File: src/rtl/mul_seq_pkg.sv
// Shared definitions for the sequential shift-add multiplier.
//   - FSM state encoding (idle / run / done)
//   - datapath width, iteration count and counter width
//   - ALU operation codes understood by the alu sub-module
// Build option: MUL_SEQ_EARLY_TERM_EN (see mul_seq.sv) does not change anything here.
package mul_seq_pkg;

  localparam int unsigned WIDTH    = 32;
  localparam int unsigned ITER_MAX = 32;
  // Counter has to hold ITER_MAX itself, not just ITER_MAX-1.
  localparam int unsigned CNT_W    = $clog2(ITER_MAX + 1);

  localparam logic [2:0] ALUOP_AND = 3'b000;
  localparam logic [2:0] ALUOP_OR  = 3'b001;
  localparam logic [2:0] ALUOP_ADD = 3'b010;
  localparam logic [2:0] ALUOP_SUB = 3'b110;
  localparam logic [2:0] ALUOP_SLT = 3'b111;

  typedef enum logic [1:0] {
    StIdle = 2'd0,
    StRun  = 2'd1,
    StDone = 2'd2
  } state_e;

endpackage

File: src/rtl/alu.sv
// Combinational ALU shared with the main datapath.
// Ports:
//   ALUop    i  operation select (AND, OR, ADD, SUB, SLT; see mul_seq_pkg)
//   A, B     i  operands
//   Result   o  operation result
//   CarryOut o  carry out of the adder (ADD), inverted borrow (SUB)
//   Overflow o  signed overflow of the adder
//   Zero     o  Result is all zeros
module alu #(
  parameter int unsigned W = 32
) (
  input  logic [2:0]   ALUop,
  input  logic [W-1:0] A,
  input  logic [W-1:0] B,
  output logic [W-1:0] Result,
  output logic         CarryOut,
  output logic         Overflow,
  output logic         Zero
);
  import mul_seq_pkg::*;

  logic         sub;
  logic [W-1:0] b_eff;
  logic [W:0]   add_full;
  logic         slt;

  // One adder serves ADD, SUB and SLT; subtraction is A + ~B + 1.
  always_comb begin
    sub      = ALUop[2];
    b_eff    = B ^ {W{sub}};
    add_full = {1'b0, A} + {1'b0, b_eff} + {{W{1'b0}}, sub};
    Overflow = (A[W-1] == b_eff[W-1]) && (add_full[W-1] != A[W-1]);
    slt      = add_full[W-1] ^ Overflow;
    CarryOut = add_full[W];
  end

  always_comb begin
    Result = '0;
    case (ALUop)
      ALUOP_AND: Result = A & B;
      ALUOP_OR:  Result = A | B;
      ALUOP_ADD: Result = add_full[W-1:0];
      ALUOP_SUB: Result = add_full[W-1:0];
      ALUOP_SLT: Result = {{(W-1){1'b0}}, slt};
      default:   Result = '0;
    endcase
    Zero = (Result == '0);
  end

endmodule

File: src/rtl/mul_seq.sv
// Sequential 32x32 unsigned shift-add multiplier with a 64-bit product.
// One operand pair is accepted in idle, one multiplier bit is consumed per run cycle
// using the shared alu for the partial-sum add, and the product is held in done until
// the consumer takes it.
// Ports:
//   clk, rst            clock; synchronous active-high reset
//   in_valid, in_ready  operand handshake (in_ready high only in idle)
//   a, b                multiplicand, multiplier (unsigned)
//   out_valid,out_ready product handshake (out_valid high only in done)
//   prod_hi, prod_lo    product bits 63:32 and 31:0
//   busy                high while running or holding a result
// Build option: define MUL_SEQ_EARLY_TERM_EN to finish early once the remaining
// multiplier bits are all zero (same product, shorter latency).
module mul_seq #(
  parameter int unsigned WIDTH = 32
) (
  input  logic             clk,
  input  logic             rst,
  input  logic             in_valid,
  output logic             in_ready,
  input  logic [WIDTH-1:0] a,
  input  logic [WIDTH-1:0] b,
  output logic             out_valid,
  input  logic             out_ready,
  output logic [WIDTH-1:0] prod_hi,
  output logic [WIDTH-1:0] prod_lo,
  output logic             busy
);
  import mul_seq_pkg::*;

  state_e           state_q, state_d;
  logic [WIDTH-1:0] mcand_q, mcand_d;
  // hi holds the running partial sum; lo starts as the multiplier and fills with
  // product bits from the top as the multiplier shifts out at the bottom.
  logic [WIDTH-1:0] hi_q, hi_d;
  logic [WIDTH-1:0] lo_q, lo_d;
  logic [CNT_W-1:0] cnt_q, cnt_d;

  logic [WIDTH-1:0] alu_sum;
  logic             alu_carry;
  logic             alu_overflow_unused;
  logic             alu_zero_unused;

  logic [WIDTH-1:0] step_sum;
  logic             step_carry;

`ifdef MUL_SEQ_EARLY_TERM_EN
  logic [WIDTH-1:0] rem_mask;
  logic [CNT_W-1:0] rem_shamt;
`endif

  alu #(
    .W (WIDTH)
  ) u_alu (
    .ALUop    (ALUOP_ADD),
    .A        (hi_q),
    .B        (mcand_q),
    .Result   (alu_sum),
    .CarryOut (alu_carry),
    .Overflow (alu_overflow_unused),
    .Zero     (alu_zero_unused)
  );

  // Partial-sum update for this cycle; the carry becomes the new top bit after the shift.
  always_comb begin
    step_sum   = hi_q;
    step_carry = 1'b0;
    if (lo_q[0]) begin
      step_sum   = alu_sum;
      step_carry = alu_carry;
    end
  end

`ifdef MUL_SEQ_EARLY_TERM_EN
  // Low (ITER_MAX - cnt) bits of lo are the multiplier bits not yet consumed.
  always_comb begin
    rem_mask  = {WIDTH{1'b1}} >> cnt_q;
    rem_shamt = CNT_W'(ITER_MAX) - cnt_q;
  end
`endif

  always_comb begin
    state_d = state_q;
    mcand_d = mcand_q;
    hi_d    = hi_q;
    lo_d    = lo_q;
    cnt_d   = cnt_q;

    case (state_q)
      StIdle: begin
        if (in_valid) begin
          mcand_d = a;
          lo_d    = b;
          hi_d    = '0;
          cnt_d   = '0;
          state_d = StRun;
        end
      end

      StRun: begin
`ifdef MUL_SEQ_EARLY_TERM_EN
        if (((lo_q & rem_mask) == '0) && (cnt_q < CNT_W'(ITER_MAX))) begin
          // Nothing left to add: apply all remaining shifts at once.
          {hi_d, lo_d} = {hi_q, lo_q} >> rem_shamt;
          cnt_d        = CNT_W'(ITER_MAX);
          state_d      = StDone;
        end else
`endif
        begin
          hi_d  = {step_carry, step_sum[WIDTH-1:1]};
          lo_d  = {step_sum[0], lo_q[WIDTH-1:1]};
          cnt_d = cnt_q + 1'b1;
          if (cnt_q == CNT_W'(ITER_MAX - 1)) begin
            state_d = StDone;
          end
        end
      end

      StDone: begin
        if (out_ready) begin
          state_d = StIdle;
        end
      end

      default: state_d = StIdle;
    endcase
  end

  always_ff @(posedge clk) begin
    if (rst) begin
      state_q <= StIdle;
      mcand_q <= '0;
      hi_q    <= '0;
      lo_q    <= '0;
      cnt_q   <= '0;
    end else begin
      state_q <= state_d;
      mcand_q <= mcand_d;
      hi_q    <= hi_d;
      lo_q    <= lo_d;
      cnt_q   <= cnt_d;
    end
  end

  always_comb begin
    in_ready  = (state_q == StIdle);
    out_valid = (state_q == StDone);
    busy      = (state_q != StIdle);
    prod_hi   = hi_q;
    prod_lo   = lo_q;
  end

endmodule

File: config.mk
export PLATFORM = sky130hd
export DESIGN_NAME = mul_seq
export DESIGN_NICKNAME = d
export VERILOG_FILES = /design/src/rtl/mul_seq_pkg.sv /design/src/rtl/alu.sv /design/src/rtl/mul_seq.sv
export SDC_FILE = /design/constraint.sdc
export NUM_CORES = 1
export LEC_CHECK = 0
export BUFFER_PORTS_ARGS = -buffer_cell sky130_fd_sc_hd__buf_2
export CORE_MARGIN = 5
export CORE_UTILIZATION = 55
export CTS_CLUSTER_DIAMETER = 100
export CTS_CLUSTER_SIZE = 25
export DETAILED_ROUTE_END_ITERATION = 8
export GPL_TIMING_DRIVEN = 0
export MAX_ROUTING_LAYER = met4
export PLACE_DENSITY = 0.8
export RECOVER_POWER = 50
export SYNTH_ARGS = -nofsm -noshare
export SYNTH_HDL_FRONTEND = slang
export SYNTH_SLANG_ARGS = --single-unit
File: constraint.sdc
create_clock -name clk -period 3.3 [get_ports clk]
set_input_delay 0.66 -clock clk [delete_from_list [all_inputs] [get_ports clk]]
set_output_delay 0.66 -clock clk [all_outputs]
set_load 0.01 [all_outputs]
==> results of run 1 <==
-- report_power, final --
group | switching [µW] | total (µW) | internal [µW]
sequential | 54.5 | 1380 | 1320
combinational | 307 | 473 | 166
clock | 451 | 822 | 371
total | 812 | 2670 | 1860
-- worst reg2reg max path: cells and delay by family, from the launching register on --
family                   cells  cell delay [ns]
adder cells (fa/ha/maj)      2             0.71
AND/OR/NAND/NOR              2             0.46
flip-flops                   1             0.37
AO/OA/AOI/OAI                5             1.28
-- path summary, 6_finish.rpt --
| kind | startpoint | to | cells past startpoint |
|---|---|---|---|
| worst max-delay path | prod_hi[0] | prod_hi[31] | 9 |
| worst min-delay path | mcand_q[6] | mcand_q[6] | 2 |
| worst max register to register | prod_hi[0] | prod_hi[31] | 9 |
| worst min register to register | mcand_q[6] | mcand_q[6] | 2 |
-- sequential cells by signal, indices dropped and copies added, names as in the netlist --
signal and cells:
mcand_q 32, cnt_q 6, state_q 2, prod_hi 32, prod_lo 32
-- layer usage --
layer / vias up / track usage, % / routed length, µm
li1: 3108 / - / -
met1: 2914 / 36.1 / 7570
met2: 286 / 44.5 / 8340
met3: 42 / 4.55 / 1300
met4: 0 / 9.82 / 505
met5: - / - / 0
-- final cells by class --
type                            count  area [µm²]
Clock inverter                      4        55.1
Tap cell                          140         175
Sequential cell                   104        2080
Timing Repair Buffer              133         582
Fill cell                        1047        3820
Buffer                             49         188
Inverter                           14        52.6
Clock buffer                       11         141
Multi-Input combinational cell    626        3640
-- metrics by stage --
stage,hold WS [ns],power [µW],utilization [%],area (µm²)
2_1_floorplan,0.440,1700,-,5970
3_3_place_gp,0.447,1880,63.4,6810
3_5_place_dp,0.453,1880,63.4,6810
4_1_cts,0.467,2680,65.2,7010
5_1_grt,0.482,2790,64.4,6920
6_report,0.464,2670,64.4,6920
-- synthesized netlist by cell type, types with 2 or more instances --
library cell,n
o22ai_1,10
o21bai_1,4
a32oi_1,2
o31ai_1,2
a21o_1,12
buf_1,3
a311oi_1,3
a31oi_1,9
xor2_1,13
buf_2,4
dfxtp_1,104
xnor2_1,8
o21a_1,6
o21ai_2,3
a22oi_1,11
nor2b_1,3
nor4_1,32
o21ai_1,3
o311ai_1,2
and4_1,2
nand4_1,7
nor3b_1,3
a211oi_1,11
and3b_1,2
and3_1,3
mux2i_1,7
ha_1,33
o211ai_1,2
nand2b_1,2
nand3_1,19
a222oi_1,5
nand2_1,121
and2_1,5
nor3_1,9
o2111ai_1,2
o21bai_2,2
clkbuf_1,42
nor2_1,143
or3_1,2
mux2_2,2
inv_1,14
o21ai_0,17
a21oi_1,79
-- logic make-up after synthesis --
kind of cell,Yosys count
buffers and inverters,63
adders and majority gates,34
AOI/OAI and AO/OA,207
and+or+nand+nor,355
xor gates and xnor gates,21
muxes,9
DFF,104
==> flow_summary.yaml, run 1 <==
floorplanning:
  core_area_mm2: 0.0107
  fp.dieH_um: 114
  die_width_um: 114
  num_io_pins: 135
  dieArea_mm2: 0.0130
  start_util_pct: 55.5
  rows: 38
synthesis:
  synth_edf_count: 0
  muxShareOfSynthArea_pct: 1.55
  ys_seq_elements: 104
  syn-instance-count: 793
  synthArstFlopShare_pct: 0
  yosys.area_share.simple_pct: 25.8
  synth_compound_area_share_pct: 23.3
  ys.flop_type: "dfxtp_1"
  postSynthAreaPerCell_um2: 7.53
  yosys.area.top_type: "dfxtp_1"
  synthAdderAreaFrac_pct: 7.25
  synth_top_area_share_pct: 34.9
  synth_top_family_by_area: "simple AND/OR/NAND/NOR gates"
  yosysSeqAreaShare_pct: 34.9
  synth.area.top_cells: "dfxtp_1, nor2_1, nand2_1"
  synth.distinct_cells: 68
  synth_nets: 895
  netlist_area_mm2: 0.00597
  synth_xor_area_share_pct: 3.08
  synth_warnings: 0
worst_setup_path:
  cp-end-kind: "register"
  crit_path_top_delay_cell: "fa_1"
  cp_cell_sequence: "ha_1 -> fa_1 -> a211oi_2 -> o21bai_2 -> o41ai_2 -> nand2_1 -> a32oi_1 -> and3b_1 -> o32ai_2"
  crit_fanout: 4
  critPathMaxStageDelay_ns: 0.45
  required_ns: 3.54
  critPathKind: "reg2reg"
  r2r_slack_ns: 0.35
  worstSetupStartpointType: "register"
  arrival_ns: 3.19
  crit_buf_inv: 0
  path_delay_family: "compound AO/OA/AOI/OAI gates"
final_layout:
  area_growth_pct: 16.0
  n_antenna_cell: 0
  stdcell_count: 1081
  fin_nets: 1039
  layout_commonest_cell: "nor2_1"
  most-common-layout-cells: "nor2_1, nand2_1, clkbuf_1"
  drive_gt1_share_pct: 10.8
global_routing:
  grt_max_degree: 17
  grt_first_pass_wirelength_um: 28700
  antenna_found_initial: 0
  grt_remaining_overflow: 0
  grt_pass1_vias: 5950
  grt_use_total_pct: 28.0
place:
  pre_cts_slack_ns: 0.431
  dpl.hpwl_um: 13300
  place_inst: 1066
  portBuffers: 133
  place.gp.congestion: 0.965
drt:
  wl_um: 17700
  drtAntennaViolNets: 0
  avgRoutedWirePerCell_um: 16.4
  num_vias: 6350
  first_iter_violations: 513
  vias_per_cell: 5.87
  dr.pass1.iters: 6
  drc: 0
timing:
  fin_crit_sh_pct: 89.4
  worst_slack_ns: 0.351
  rsz0062_at_grt: "false"
  setup_violations: 0
  skew_ns: 0.00990
  min_period_ns: 2.95
  final-hold-violation-count: 0
  slew_headroom_pct: 53.5
  finalSetupTns_ns: 0
  worstMarginPinSlew_ns: 0.696
  final_max_slew_viol_count: 0
  max_freq_ghz: 0.339
cts:
  clkTransAtPathRegs_ns: 0.10
  cts-resized-gates: 0
  cts.sinks: 104
  numCtsBuffers: 9
  cts_setup_buffers: 0
  ctsHtreeMaxLevel: 3
  clockBufferDepth: 2
  clk_latency_ns: 0.38
  root_buffer: "clkbuf_8"
  postCtsHoldBufs: 0
  cts_tree: "built"
power_and_ir_drop:
  power-per-cell-area_mw_per_mm2: 386
  vdd_drop_max_mv: 0.321
  leakage_uw: 0.00288
run_status:
  outcome: "complete, no violations"
job:
  cap_violations: 0
min_path:
  min_path_type: "reg2reg"
No activity file was read; power rests on OpenSTA's default activity.
==> run 2: changes to the inputs <==
- CORE_ASPECT_RATIO: unset -> 1.75
==> flow_summary.yaml, run 2 (same netlist as run 1, synthesis figures left out) <==
run_status:
  outcome: "complete, no violations"
global_routing:
  grt_remaining_overflow: 0
  grt_pass1_vias: 6347
  gr-usage-met3_pct: 3.90
  use_met1_pct: 29.8
  grt_first_pass_wirelength_um: 29600
  antenna_found_initial: 0
  grt_use_total_pct: 29.4
  use_met2_pct: 51.8
  top_usage_layer: "met2"
  grt_max_degree: 20
drt:
  first_iter_violations: 420
  vias_per_cell: 6.01
  dr.pass1.iters: 6
  drc: 0
  wl_um: 18500
  drtAntennaViolNets: 0
  num_vias: 6444
  avgRoutedWirePerCell_um: 17.3
worst_setup_path:
  worstSetupStartpointType: "register"
  crit_fanout: 4
  cp-end-kind: "register"
  required_ns: 3.51
  critPathKind: "reg2reg"
  arrival_ns: 3.24
power_and_ir_drop:
  leakage_uw: 0.00291
  p_total_uw: 2910
  vdd_drop_max_mv: 0.336
  power-per-cell-area_mw_per_mm2: 415
cts:
  cts_setup_buffers: 0
  clk_latency_ns: 0.36
  cts_tree: "built"
  postCtsHoldBufs: 0
  clockBufferDepth: 2
  cts-resized-gates: 0
  numCtsBuffers: 9
  root_buffer: "clkbuf_16"
  cts.sinks: 104
  clkTransAtPathRegs_ns: 0.07
  ctsHtreeMaxLevel: 3
timing:
  worstMarginPinSlew_ns: 0.700
  worst_slack_ns: 0.273
  skew_ns: 0.00867
  setup_violations: 0
  rsz0062_at_grt: "false"
  min_period_ns: 3.03
  final_max_slew_viol_count: 0
  finalSetupTns_ns: 0
  max_freq_ghz: 0.330
  final-hold-violation-count: 0
  slew_headroom_pct: 53.2
  fin_crit_sh_pct: 91.7
floorplanning:
  die_width_um: 88.7
  start_util_pct: 55.8
  rows: 50
  core_area_mm2: 0.0107
  num_io_pins: 135
  dieArea_mm2: 0.0131
  fp.dieH_um: 148
min_path:
  min_path_type: "reg2reg"
place:
  place_inst: 1056
  pre_cts_slack_ns: 0.420
  place.gp.congestion: 0.971
  dpl.hpwl_um: 14300
  portBuffers: 133
job:
  cap_violations: 0
final_layout:
  layout_commonest_cell: "nor2_1"
  stdcell_count: 1072
  n_antenna_cell: 0
  area_growth_pct: 17.3
  fin_util_pct: 65.4
  drive_gt1_share_pct: 11.0
  fillCellCount: 1047
  fin_nets: 1039
  most-common-layout-cells: "nor2_1, nand2_1, clkbuf_1"
==> run 2: cell count changes in the layout (fill, tap and decap cells not counted) <==
cell        change
inv_8           +2
clkbuf_1        -1
bufinv_16       -1
clkbuf_16       +9
clkinvlp_4      +2
inv_6           +2
clkinv_4        -2
clkbuf_8       -10
==> run 2: path summary, 6_finish.rpt <==
| path | start | endpoint | slack, ns | depth (start not counted) |
|---|---|---|---|---|
| max | prod_hi[0] | prod_hi[31] | 0.27 | 9 |
| min | mcand_q[2] | mcand_q[2] | 0.46 | 2 |
| max reg2reg | prod_hi[0] | prod_hi[31] | 0.27 | 9 |
| min reg2reg | mcand_q[2] | mcand_q[2] | 0.46 | 2 |
==> run 2: worst max-delay path, stage by stage, from the launching register on <==
cell	delay, ns
dfxtp_1	0.33
ha_1	0.24
fa_1	0.45
a211oi_2	0.30
o21bai_2	0.16
o41ai_2	0.32
nand2_1	0.20
a32oi_1	0.44
and3b_1	0.33
o32ai_2	0.11
==> run 2: power breakdown <==
group	internal [µW]	total, µW	switching (µW)
combinational	166	473	307
sequential	1320	1380	55.8
clock	528	1060	527
total	2020	2910	891
==> run 2: metal layers <==
| layer | vias up | wire length, µm | share of wire [%] |
|---|---|---|---|
| met4 | 0 | 891 | 4.8 |
| met1 | 2973 | 6680 | 36 |
| met2 | 262 | 9840 | 53 |
| li1 | 3131 | - | - |
| met3 | 78 | 1100 | 6.0 |
| met5 | - | 0 | 0 |
==> run 2: stage by stage <==
stage / instance area, µm² / hold WS, ns
floorplan: 5970 / 0.440
global placement: 6800 / 0.447
detailed placement: 6800 / 0.454
CTS: 7080 / 0.465
global route: 7000 / 0.487
finish: 7000 / 0.464
==> run 2: area by class of cell <==
class	count	area (µm²)	share of cell area, %
plain buffers	49	188	2.68
clock buffers	9	225	3.22
clock inverters	7	62.6	0.894
inverters	14	52.6	0.751
multi-input cells	626	3640	52.1
flip-flops and latches	104	2080	29.7
well taps	130	163	2.32
repair buffers	133	582	8.31
